**src/rtl/riscv_clint_timer.sv**
```systemverilog
// rtl/riscv_clint_timer.sv - CLINT machine timer: mtime, mtimecmp and the MTIP line to the CSR unit.
// Optional mtime prescaler is built only when RISCV_CLINT_PRESCALER_EN is defined.
module riscv_clint_timer #(
   parameter int unsigned PRESCALE = 1
) (
   input  logic        i_riscv_timer_clk,
   input  logic        i_riscv_timer_rst,
   input  logic        i_riscv_timer_globstall,
   input  logic        i_riscv_timer_wren,
   input  logic        i_riscv_timer_rden,
   input  logic [1:0]  i_riscv_timer_regsel,
   input  logic [1:0]  i_riscv_timer_wsize,
   input  logic [63:0] i_riscv_timer_wdata,
   output logic [63:0] o_riscv_timer_rdata,
   output logic        o_riscv_timer_mtip
);

   localparam logic [1:0] SEL_MTIME    = 2'b01;
   localparam logic [1:0] SEL_MTIMECMP = 2'b10;

   localparam logic [1:0] SIZE_BYTE = 2'b00;
   localparam logic [1:0] SIZE_HALF = 2'b01;
   localparam logic [1:0] SIZE_WORD = 2'b10;

   if ((PRESCALE < 1) || (PRESCALE > 65535)) begin : g_bad_prescale
      $error("riscv_clint_timer: PRESCALE must be within 1..65535");
   end

   logic [63:0] mtime_q;
   logic [63:0] mtimecmp_q;
   logic        mtip_q;

   logic        sel_mtime;
   logic        sel_mtimecmp;
   logic        wr_commit;
   logic        wr_mtime;
   logic        wr_mtimecmp;
   logic [63:0] wr_mask;
   logic [63:0] mtime_merged;
   logic [63:0] mtimecmp_merged;
   logic        tick;

   assign sel_mtime    = (i_riscv_timer_regsel == SEL_MTIME);
   assign sel_mtimecmp = (i_riscv_timer_regsel == SEL_MTIMECMP);

   // A stalled store is simply not committed; the LSU keeps presenting it.
   assign wr_commit   = i_riscv_timer_wren & ~i_riscv_timer_globstall;
   assign wr_mtime    = wr_commit & sel_mtime;
   assign wr_mtimecmp = wr_commit & sel_mtimecmp;

   always_comb begin
      wr_mask = 64'hFFFF_FFFF_FFFF_FFFF;
      case (i_riscv_timer_wsize)
         SIZE_BYTE: wr_mask = 64'h0000_0000_0000_00FF;
         SIZE_HALF: wr_mask = 64'h0000_0000_0000_FFFF;
         SIZE_WORD: wr_mask = 64'h0000_0000_FFFF_FFFF;
         default:   wr_mask = 64'hFFFF_FFFF_FFFF_FFFF;
      endcase
   end

   assign mtime_merged    = (mtime_q    & ~wr_mask) | (i_riscv_timer_wdata & wr_mask);
   assign mtimecmp_merged = (mtimecmp_q & ~wr_mask) | (i_riscv_timer_wdata & wr_mask);

`ifdef RISCV_CLINT_PRESCALER_EN
   localparam logic [15:0] PRESC_LAST = 16'(PRESCALE - 1);

   logic [15:0] presc_q;

   assign tick = (presc_q == PRESC_LAST);

   // Writing mtime restarts a full prescale period.
   always_ff @(posedge i_riscv_timer_clk) begin
      if (i_riscv_timer_rst) begin
         presc_q <= 16'd0;
      end else if (wr_mtime || tick) begin
         presc_q <= 16'd0;
      end else begin
         presc_q <= presc_q + 16'd1;
      end
   end
`else
   assign tick = 1'b1;
`endif

   always_ff @(posedge i_riscv_timer_clk) begin
      if (i_riscv_timer_rst) begin
         mtime_q <= 64'd0;
      end else if (wr_mtime) begin
         mtime_q <= mtime_merged;
      end else if (tick) begin
         mtime_q <= mtime_q + 64'd1;
      end
   end

   always_ff @(posedge i_riscv_timer_clk) begin
      if (i_riscv_timer_rst) begin
         mtimecmp_q <= 64'hFFFF_FFFF_FFFF_FFFF;
      end else if (wr_mtimecmp) begin
         mtimecmp_q <= mtimecmp_merged;
      end
   end

   // Compare uses the registered values, so MTIP lags the compare by one cycle.
   always_ff @(posedge i_riscv_timer_clk) begin
      if (i_riscv_timer_rst) begin
         mtip_q <= 1'b0;
      end else begin
         mtip_q <= (mtime_q >= mtimecmp_q);
      end
   end

   always_comb begin
      o_riscv_timer_rdata = 64'd0;
      if (i_riscv_timer_rden) begin
         if (sel_mtime) begin
            o_riscv_timer_rdata = mtime_q;
         end else if (sel_mtimecmp) begin
            o_riscv_timer_rdata = mtimecmp_q;
         end
      end
   end

   assign o_riscv_timer_mtip = mtip_q;

endmodule

```
**config.mk**
```make
export PLATFORM = sky130hd
export DESIGN_NAME = riscv_clint_timer
export DESIGN_NICKNAME = d
export VERILOG_FILES = /design/src/rtl/riscv_clint_timer.sv
export SDC_FILE = /design/constraint.sdc
export NUM_CORES = 1
export LEC_CHECK = 0
export ABC_CLOCK_PERIOD_IN_PS = 1990
export BUFFER_PORTS_ARGS = -buffer_cell sky130_fd_sc_hd__buf_2
export CAP_MARGIN = 0
export CORE_AREA = 8 8 158 123
export CTS_CLUSTER_DIAMETER = 80
export CTS_CLUSTER_SIZE = 40
export DETAILED_ROUTE_END_ITERATION = 12
export DIE_AREA = 0 0 166 131
export PLACE_DENSITY = 0.86
export SYNTH_ARGS = -nofsm -noshare
export SYNTH_HDL_FRONTEND = slang
export SYNTH_SLANG_ARGS = --single-unit
```
**constraint.sdc**
```tcl
create_clock -name i_riscv_timer_clk -period 1.99 [get_ports i_riscv_timer_clk]
set_input_delay 0.199 -clock i_riscv_timer_clk [delete_from_list [all_inputs] [get_ports i_riscv_timer_clk]]
set_output_delay 0.199 -clock i_riscv_timer_clk [all_outputs]
set_load 0.02 [all_outputs]
```
### Word level (Yosys, flattened, before mapping)

Cells that the tools add are included.

* word-level logic and storage cells: 25
* flip-flop bits (word level): 129
* output and inout bits: 65

* $lt $le $gt $ge: 1
* $add $sub $neg: 1
* equality and inequality tests: 4
* bitwise operators: 10
* reductions and logical operators: 1
* mux-type cells: 5

Operators by type and width (count)
* $mux 64: 4
* $and 64x64->64: 3
* $pmux 64 s3: 1
* $or 64x64->64: 2
* $add 64x1->64 const B: 1
* $ge 64x64->1: 1
* $not 64->64: 1
* $eq 2x1->1 const B: 2
* $eq 2x2->1 const B: 2
* $and 1x1->1: 3
* $logic_not 2->1: 1
* $not 1->1: 1

### Logic depth before layout (Yosys ltp)

Gate-level depths: netlist (run 1).

* depth after elaboration: 6
* mapped depth: 8

### Worst setup path before layout (run 1)

OpenSTA, ideal clock, no wires.

* path type: register to register
* start: register (tool-made name)
* end: register (tool-made name)
* setup slack: -95 ps
* cell stages (with the launch flop): 8
* arrival time: 1982 ps
* setup time: 103 ps
* required time: 1887 ps
* cell sequence: dfxtp_1 -> buf_2 -> nand4_4 -> or4_1 -> or3_1 -> nor3_2 -> nor3_1 -> a2111oi_2

==> results.sh, run 1 <==
export IMPL_reg2regPathDepth=7
export IMPL_path_cells="buf_4 -> ha_1 -> nand4_1 -> or4_1 -> a41oi_1 -> o41ai_2 -> nand2_1"
export IMPL_synth_nets=1247
export IMPL_dr_pass1_iters=6
export IMPL_final_setup_viol_count=8
export IMPL_worst_pin_slew_ps=587
export IMPL_first_iter_violations=1441
export IMPL_antenna_found_initial=0
export IMPL_hp_class="input pin to register"
export IMPL_nFillCells=1311
export IMPL_cp_max_fo=4
export IMPL_clk_path_buf_depth=2
export IMPL_outcome="finished, violations left"
export IMPL_start_util_pct=50.7
export IMPL_nets=1476
export IMPL_ys_async_sr_fraction_pct=0
export IMPL_grt_max_degree=65
export IMPL_hp_start="i_riscv_timer_wdata[41]"
export IMPL_place_congestion=0.921
export IMPL_finalHoldViolCount=0
export IMPL_areaGrowthSynthToFinish_pct=32.5
export IMPL_clock_skew_ps=8.37
export IMPL_hold_path_depth=3
export IMPL_p_leak_nw=5.38
export IMPL_viasPerCell=6.28
export IMPL_netlist_area_sq_um=8660
export IMPL_cts_buffers=17
export IMPL_maxCapViolCount=0
export IMPL_final_max_slew_violation_count=0
export IMPL_grt_pass1_wl_mm=47.2
export IMPL_synth_distinct_cells=71
export IMPL_crit_path_start_kind="register"
export IMPL_ys_flop_type="dfxtp_1"
export IMPL_violations="setup timing"
export IMPL_layout_cells_most_common="buf_4"
export IMPL_power_density_nw_per_um2=579
export IMPL_port_buffers=137
export IMPL_synth_seq_area_share_pct=29.8
export IMPL_path_class="register to register"
export IMPL_tritoncts="done"
export IMPL_syn_inst=1109
export IMPL_combPwrFrac_pct=12.8
export IMPL_grt_total_usage_pct=26.5
export IMPL_synth_edf_count=0
export IMPL_sw_frac_of_total_pct=25.7
export IMPL_dieHeight_um=131
export IMPL_drt_wl_total_mm=30.0
export IMPL_p_int_mw=4.93
export IMPL_routedWlPerCell_um=19.1
export IMPL_drc=0
export IMPL_grt_pass1_vias=9332
export IMPL_cp_slowest_cell="or4_1"
export IMPL_diodes=0
export IMPL_finalCriticalPeriod_ps=2080
export IMPL_die_w_um=166
export IMPL_hpwlAfterDp_mm=21.3
export IMPL_p_switching_mw=1.71
export IMPL_p_total_mw=6.64
export IMPL_fin_ws_ps=-94.6
export IMPL_boundaryPins=138
export IMPL_worstPathRequired_ps=2360
export IMPL_rows=42
export IMPL_hold_ws_ps=15.3
export IMPL_maxClockFrequency_mhz=480
export IMPL_arrival_ps=2450
export IMPL_max_stage_delay_ps=620
export IMPL_ys_warn_count=0
export IMPL_die_area_sq_um=21700
export IMPL_vdd_ir_drop_max_v=0.000551
export IMPL_p_seq_share_pct=40.4
export IMPL_path_clk_slew_ps=60
export IMPL_rrSetupSlack_ps=-90
export IMPL_clock_latency_ps=430
export IMPL_rsz0062_at_grt="yes"
export IMPL_ys_ff_latch=129
export IMPL_vias=9847
export IMPL_clockRootBuffer="clkbuf_16"
export IMPL_relSlewSlack_pct=60.5
export IMPL_cts_num_sinks=129
export IMPL_htree_levels=4
export IMPL_synth_avg_cell_area_sq_um=7.81
export IMPL_layout_common_cells="buf_4 (140), buf_2 (137), nand2_1 (132)"
export IMPL_ant_nets=0
export IMPL_drive_gt1_share_pct=30.4
export IMPL_clkPwrFrac_pct=46.8
export IMPL_endpoint_kind="register"
export IMPL_core_sq_um=17100
export IMPL_rr_endpoint="o_riscv_timer_mtip$_SDFF_PP0_"
export IMPL_fin_crit_sh_pct=105
export IMPL_grt_ovfl_total=0
synthesized netlist by cell type (28+ instances only):
| cell type | number | area (sq um) |
|---|---|---|
| nand2_1 | 133 | 499 |
| dfxtp_1 | 129 | 2580 |
| inv_1 | 71 | 267 |
| o211ai_1 | 70 | 526 |
| a22oi_1 | 67 | 503 |
| nor2b_1 | 67 | 419 |
| clkbuf_1 | 65 | 244 |
| ha_1 | 65 | 813 |
| a21oi_1 | 51 | 255 |
| nor2_1 | 46 | 173 |
| nand3_1 | 42 | 210 |
| nand4_1 | 37 | 231 |
| o21ai_0 | 29 | 145 |
| a211oi_1 | 28 | 210 |
routing by layer:
layer | vias to the layer above | share of wire [%] | track usage [%]
li1 | 4547 | - | -
met1 | 4592 | 43 | 34.6
met2 | 624 | 44 | 41.2
met3 | 84 | 11 | 7.27
met4 | 0 | 2.3 | 10.8
met5 | - | 0 | 0
power by group through the flow:
| stage | sequential, mW | clock (mW) | combinational (mW) |
|---|---|---|---|
| after floorplan | 2.74 | 0 | 0.429 |
| after global placement | 2.73 | 0 | 0.785 |
| after detailed placement | 2.73 | 0 | 0.802 |
| after CTS | 2.68 | 3.10 | 0.824 |
| after global routing | 2.69 | 3.23 | 0.915 |
| final | 2.68 | 3.10 | 0.849 |
logic make-up after synthesis:
logic type	Yosys count	synth area share, %
xor gates and xnor gates	13	1.32
DFF	129	29.8
and+or+nand+nor	441	27.7
muxes	9	1.08
adders and majority gates	65	9.39
buffers and inverters	150	6.59
AOI/OAI and AO/OA	302	24.1
what timing repair did:
item,in CTS,in global routing
hold buffers,1,0
setup buffers,4,6
endpoints found under the setup margin,13,37
resized for setup,41,44
hold endpoints to repair,1,0
pin swaps,13,31
layout make-up:
cell class / instances / area (sq um) / share of cell area, %
Tap cell: 220 / 275 / 2.40
Inverter: 71 / 267 / 2.32
Timing Repair Buffer: 289 / 1910 / 16.6
Sequential cell: 129 / 2620 / 22.8
Multi-Input combinational cell: 830 / 5840 / 50.9
Clock buffer: 24 / 492 / 4.29
Clock inverter: 6 / 80.1 / 0.698
worst max path at each step:
stage	depth (start not counted)	end	start	slack (ps)
floorplan	6	register	mtime_q[0]$_SDFF_PP0_	-10
global placement	9	o_riscv_timer_mtip$_SDFF_PP0_	register	-60
detailed placement	8	o_riscv_timer_mtip$_SDFF_PP0_	mtime_q[0]$_SDFF_PP0_	-120
CTS	8	register	mtime_q[2]$_SDFF_PP0_	-20
global route	7	o_riscv_timer_mtip$_SDFF_PP0_	register	-210
finish	7	o_riscv_timer_mtip$_SDFF_PP0_	register	-90
critical path: cells and delay by family, from the launching register on:
kind / cells / cell delay (ps)
AND/OR/NAND/NOR: 3 / 950
AO/OA/AOI/OAI: 2 / 360
flip-flops: 1 / 310
adder cells (fa/ha/maj): 1 / 290
buffers and inverters: 1 / 130
per-stage QoR:
stage               utilization (%)  setup TNS [ps]  std cells  setup slack, ps  cell area (sq um)
finish                         67.2            -389       1569            -94.6              11500
global route                   67.2           -1520       1569             -208              11500
CTS                            65.8           -28.0       1563            -15.2              11200
detailed placement             61.3            -571       1528             -124              10500
global placement               61.3            -148       1528            -60.5              10500
floorplan                         -           -13.4       1109            -13.4               8690
Note: power is estimated with default switching activity, not from simulation.
==> run 2: changes to the inputs <==
- MAX_ROUTING_LAYER: default -> met4
==> run 2 against run 1 <==
Compared with the run above: the flow still finishes with violations (setup timing); critical path depth grew 1; register-to-register slack got worse by 30 ps; first-iteration DRC count grew 0.97%; wire length grew 4.0%; fmax fell by 1.4%; non-clock buffer count is 3 higher.
==> results.sh, run 2 (synthesis results as in run 1) <==
export IMPL_final_core_util_pct=67.8
export IMPL_grt_max_degree=41
export IMPL_clock_skew_ps=7.44
export IMPL_viasPerCell=6.33
export IMPL_arrival_ps=2490
export IMPL_crit_buf_inv=2
export IMPL_fin_area_sq_um=11600
export IMPL_violations="setup timing"
export IMPL_boundaryPins=138
export IMPL_outcome="finished, violations left"
export IMPL_final_max_slew_violation_count=0
export IMPL_dp_cells=1523
export IMPL_antenna_found_initial=0
export IMPL_rsz0062_at_grt="yes"
export IMPL_path_class="register to register"
export IMPL_layout_cells_most_common="buf_4"
export IMPL_areaGrowthSynthToFinish_pct=33.7
export IMPL_dieHeight_um=131
export IMPL_tritoncts="done"
export IMPL_cts_num_sinks=129
export IMPL_hpwlAfterDp_mm=21.6
export IMPL_max_stage_delay_ps=410
export IMPL_fin_crit_sh_pct=106
export IMPL_drive_gt1_share_pct=31.1
export IMPL_relSlewSlack_pct=53.5
export IMPL_ant_nets=0
export IMPL_htree_levels=4
export IMPL_first_iter_violations=1455
export IMPL_start_util_pct=50.7
export IMPL_grt_total_usage_pct=28.0
export IMPL_grt_ovfl_total=0
export IMPL_maxClockFrequency_mhz=473
export IMPL_nets=1479
export IMPL_drc=0
export IMPL_clk_path_buf_depth=2
export IMPL_core_sq_um=17100
export IMPL_path_cells="and4_4 -> nand4_1 -> nand4b_1 -> buf_4 -> buf_6 -> nor4b_2 -> a21oi_1 -> nand2_1"
export IMPL_crit_family="simple AND/OR/NAND/NOR gates"
export IMPL_routedWlPerCell_um=19.8
export IMPL_grt_pass1_wl_mm=48.6
export IMPL_hp_class="input pin to register"
export IMPL_die_w_um=166
export IMPL_diodes=0
export IMPL_fin_ws_ps=-124
export IMPL_nFillCells=1282
export IMPL_power_density_nw_per_um2=592
export IMPL_stdcell_count=1574
export IMPL_fin_tns_setup_ps=-1430
export IMPL_die_area_sq_um=21700
export IMPL_crit_path_start_kind="register"
export IMPL_finalHoldViolCount=0
export IMPL_place_congestion=0.965
export IMPL_vdd_ir_drop_max_v=0.000569
export IMPL_port_buffers=137
export IMPL_path_clk_slew_ps=60
export IMPL_clock_latency_ps=440
export IMPL_rows=42
export IMPL_drt_wl_total_mm=31.2
export IMPL_cp_slowest_cell="nand4b_1"
export IMPL_endpoint_kind="register"
export IMPL_maxCapViolCount=0
export IMPL_cp_max_fo=5
export IMPL_placed_cell_area_sq_um=10400
export IMPL_vias=9967
export IMPL_layout_common_cells="buf_4 (140), buf_2 (137), nand2_1 (132)"
export IMPL_p_total_mw=6.85
export IMPL_p_leak_nw=5.43
export IMPL_grt_pass1_vias=9595
export IMPL_clockRootBuffer="clkbuf_16"
export IMPL_finalCriticalPeriod_ps=2110
export IMPL_cts_buffers=17
export IMPL_worstPathRequired_ps=2360
export IMPL_final_setup_viol_count=26
export IMPL_worst_pin_slew_ps=690
export IMPL_dr_pass1_iters=6
-- run 2: changes by cell type in the layout (fill, tap and decap cells not counted), sizes merged --
cell and change:
dlygate4sd3 +1, bufinv +1, clkinvlp +4, clkbuf -4, inv +1, buf +2
-- run 2: area by class of cell --
type                    instances  area (sq um)  area share [%]
multi-input cells             830          5860            50.6
clock inverters                12           156            1.35
flip-flops and latches        129          2620            22.7
repair buffers                292          1930            16.7
inverters                      71           267            2.30
well taps                     220           275            2.38
clock buffers                  20           467            4.03
-- run 2: repair_timing --
item | 4_1_cts | 5_1_grt
hold endpoints to repair | 2 | 0
hold buffers | 2 | 0
setup buffers | 9 | 8
pin swaps | 16 | 41
gates cloned | 0 | 1
gates resized for setup | 42 | 59
endpoints found under the setup margin | 18 | 33
-- run 2: final timing paths --
kind                         startpoint                          to  slack, ps  depth (start not counted)
max reg2reg       mtime_q[5]$_SDFF_PP0_                    register       -120                          8
max               mtime_q[5]$_SDFF_PP0_                    register       -120                          8
min             i_riscv_timer_wdata[45]                    register          7                          3
min reg2reg  mtimecmp_q[0]$_SDFFE_PP1P_  mtimecmp_q[0]$_SDFFE_PP1P_        520                          2
-- run 2: power breakdown --
group          leakage (nW)  internal, mW  switching [mW]
Combinational          4.08         0.336           0.519
Sequential             1.06          2.64          0.0405
Clock                 0.295          2.07            1.25
-- run 2: stage by stage --
step	setup WS, ps	hold slack [ps]
detailed placement	-160	433
CTS	-26.3	6.00
floorplan	-13.4	308
global route	-203	19.0
global placement	-58.1	424
finish	-124	7.47
-- run 2: worst reg2reg max path, cell delays in order (launching register included) --
cell and delay, ps:
dfxtp_2 340, and4_4 300, nand4_1 160, nand4b_1 410, buf_4 260, buf_6 130, nor4b_2 330, a21oi_1 70
nand2_1 70
-- run 2: metal layers --
metal / part of all wire [%] / track usage, % / wire [um]
met1: 42 / 35.8 / 13100
met2: 44 / 43.3 / 13800
met3: 11 / 6.21 / 3380
met4: 2.9 / 10.2 / 890
met5: 0 / - / 0
==> run 3: changes to the inputs <==
- TNS_END_PERCENT: default -> 50
==> run 3 against run 2 <==
Compared with the run above: the run still ends with setup timing left; global-route usage barely moved; flip-flop and latch count unchanged; via count is 0.22% higher; core utilization down 0.27 points; non-clock buffer count is 2 lower; clock skew hardly changed; clock power is essentially flat; total power decreased by 0.11%; setup slack worse by 50 ps.
==> results.sh, run 3 (synthesis results as in run 1) <==
export IMPL_outcome="finished, violations left"
export IMPL_violations="setup timing"
export IMPL_diodes=0
export IMPL_start_util_pct=50.7
export IMPL_grt_total_usage_pct=28.0
export IMPL_antenna_found_initial=0
export IMPL_grt_max_degree=41
export IMPL_final_max_slew_violation_count=0
export IMPL_final_setup_viol_count=17
export IMPL_placed_cell_area_sq_um=10400
export IMPL_htree_levels=4
export IMPL_fin_ws_ps=-174
export IMPL_clk_path_buf_depth=2
export IMPL_die_w_um=166
export IMPL_tritoncts="done"
export IMPL_grt_ovfl_total=0
export IMPL_vias=9989
export IMPL_ant_nets=0
export IMPL_stdcell_count=1572
export IMPL_layout_common_cells="buf_4 (141), buf_2 (137), nand2_1 (132)"
export IMPL_viasPerCell=6.35
export IMPL_hp_class="input pin to register"
export IMPL_hpwlAfterDp_mm=21.6
export IMPL_cts_num_sinks=129
export IMPL_clockRootBuffer="clkbuf_16"
export IMPL_dp_cells=1523
export IMPL_rows=42
export IMPL_maxCapViolCount=0
export IMPL_clock_skew_ps=7.46
export IMPL_path_class="register to register"
export IMPL_boundaryPins=138
export IMPL_fin_tns_setup_ps=-1180
export IMPL_relSlewSlack_pct=55.2
export IMPL_post_place_ws_ps=-160
export IMPL_path_clk_slew_ps=60
export IMPL_routedWlPerCell_um=19.8
export IMPL_arrival_ps=2520
export IMPL_grt_pass1_vias=9577
export IMPL_nFillCells=1291
export IMPL_first_iter_violations=1499
export IMPL_vdd_ir_drop_max_v=0.000560
export IMPL_reg2regPathDepth=8
export IMPL_finalCriticalPeriod_ps=2160
export IMPL_fin_crit_sh_pct=109
export IMPL_p_leak_nw=5.41
export IMPL_dr_pass1_iters=6
export IMPL_areaGrowthSynthToFinish_pct=33.2
export IMPL_place_congestion=0.965
export IMPL_worstPathRequired_ps=2340
export IMPL_clock_latency_ps=430
export IMPL_cts_buffers=17
export IMPL_finalHoldViolCount=0
export IMPL_grt_pass1_wl_mm=48.6
export IMPL_core_sq_um=17100
export IMPL_fin_area_sq_um=11500
export IMPL_rsz0062_at_grt="yes"
export IMPL_port_buffers=137
export IMPL_rrSetupSlack_ps=-170
export IMPL_power_density_nw_per_um2=594
export IMPL_crit_path_start_kind="register"
export IMPL_cp_max_fo=5
export IMPL_drt_wl_total_mm=31.2
export IMPL_die_area_sq_um=21700
export IMPL_drc=0
export IMPL_maxClockFrequency_mhz=462
export IMPL_worst_pin_slew_ps=665
export IMPL_layout_cells_most_common="buf_4"
export IMPL_nets=1477
export IMPL_p_total_mw=6.84
export IMPL_drive_gt1_share_pct=30.8
export IMPL_endpoint_kind="register"
export IMPL_dieHeight_um=131
## run 3: layout make-up
cell class	instances	area (sq um)	area share, %
inverters	71	267	2.31
flip-flops and latches	129	2620	22.8
well taps	220	275	2.39
multi-input cells	830	5840	50.6
clock buffers	20	467	4.05
clock inverters	12	156	1.36
repair buffers	290	1900	16.5
## run 3: how the worst min path moves through the flow
stage | startpoint | end | slack, ps | cells past startpoint
final | i_riscv_timer_wdata[43] | register | 10 | 3
after floorplan | i_riscv_timer_wdata[36] | register | 310 | 2
after global placement | i_riscv_timer_wdata[44] | register | 420 | 3
after detailed placement | i_riscv_timer_wdata[44] | register | 430 | 3
after CTS | i_riscv_timer_wdata[45] | register | 6 | 3
after global routing | i_riscv_timer_wdata[9] | register | 20 | 3
## run 3: report_power, final
group          internal, mW  switching (mW)  leakage, nW
logic                 0.336           0.518         4.06
registers              2.64          0.0404         1.06
clock network          2.07            1.24        0.295
## run 3: critical path, stage by stage (launching register included)
cell     delay (ps)
dfxtp_4         400
buf_4           160
nand4_1         180
nor3_1          440
and3_2          350
buf_4           160
nand4_1         100
xor2_1          150
o22ai_1         150
## run 3: metal layers
layer	share of wire (%)	GRT usage [%]
met1	42	35.8
met2	44	43.3
met3	11	6.27
met4	2.9	9.97
met5	0	-
## run 3: repair_timing
action | in CTS | in global routing
pin swaps | 16 | 34
endpoints found under the hold margin | 2 | 0
endpoints found under the setup margin | 18 | 33
setup buffers | 8 | 7
gates resized for setup | 42 | 50
hold buffers | 2 | 0
## run 3: stage by stage
stage / util (%) / hold slack (ps)
global route: 67.5 / 19.7
detailed placement: 61.0 / 433
CTS: 66.1 / 6.00
global placement: 61.0 / 424
finish: 67.5 / 11.5
floorplan: - / 308
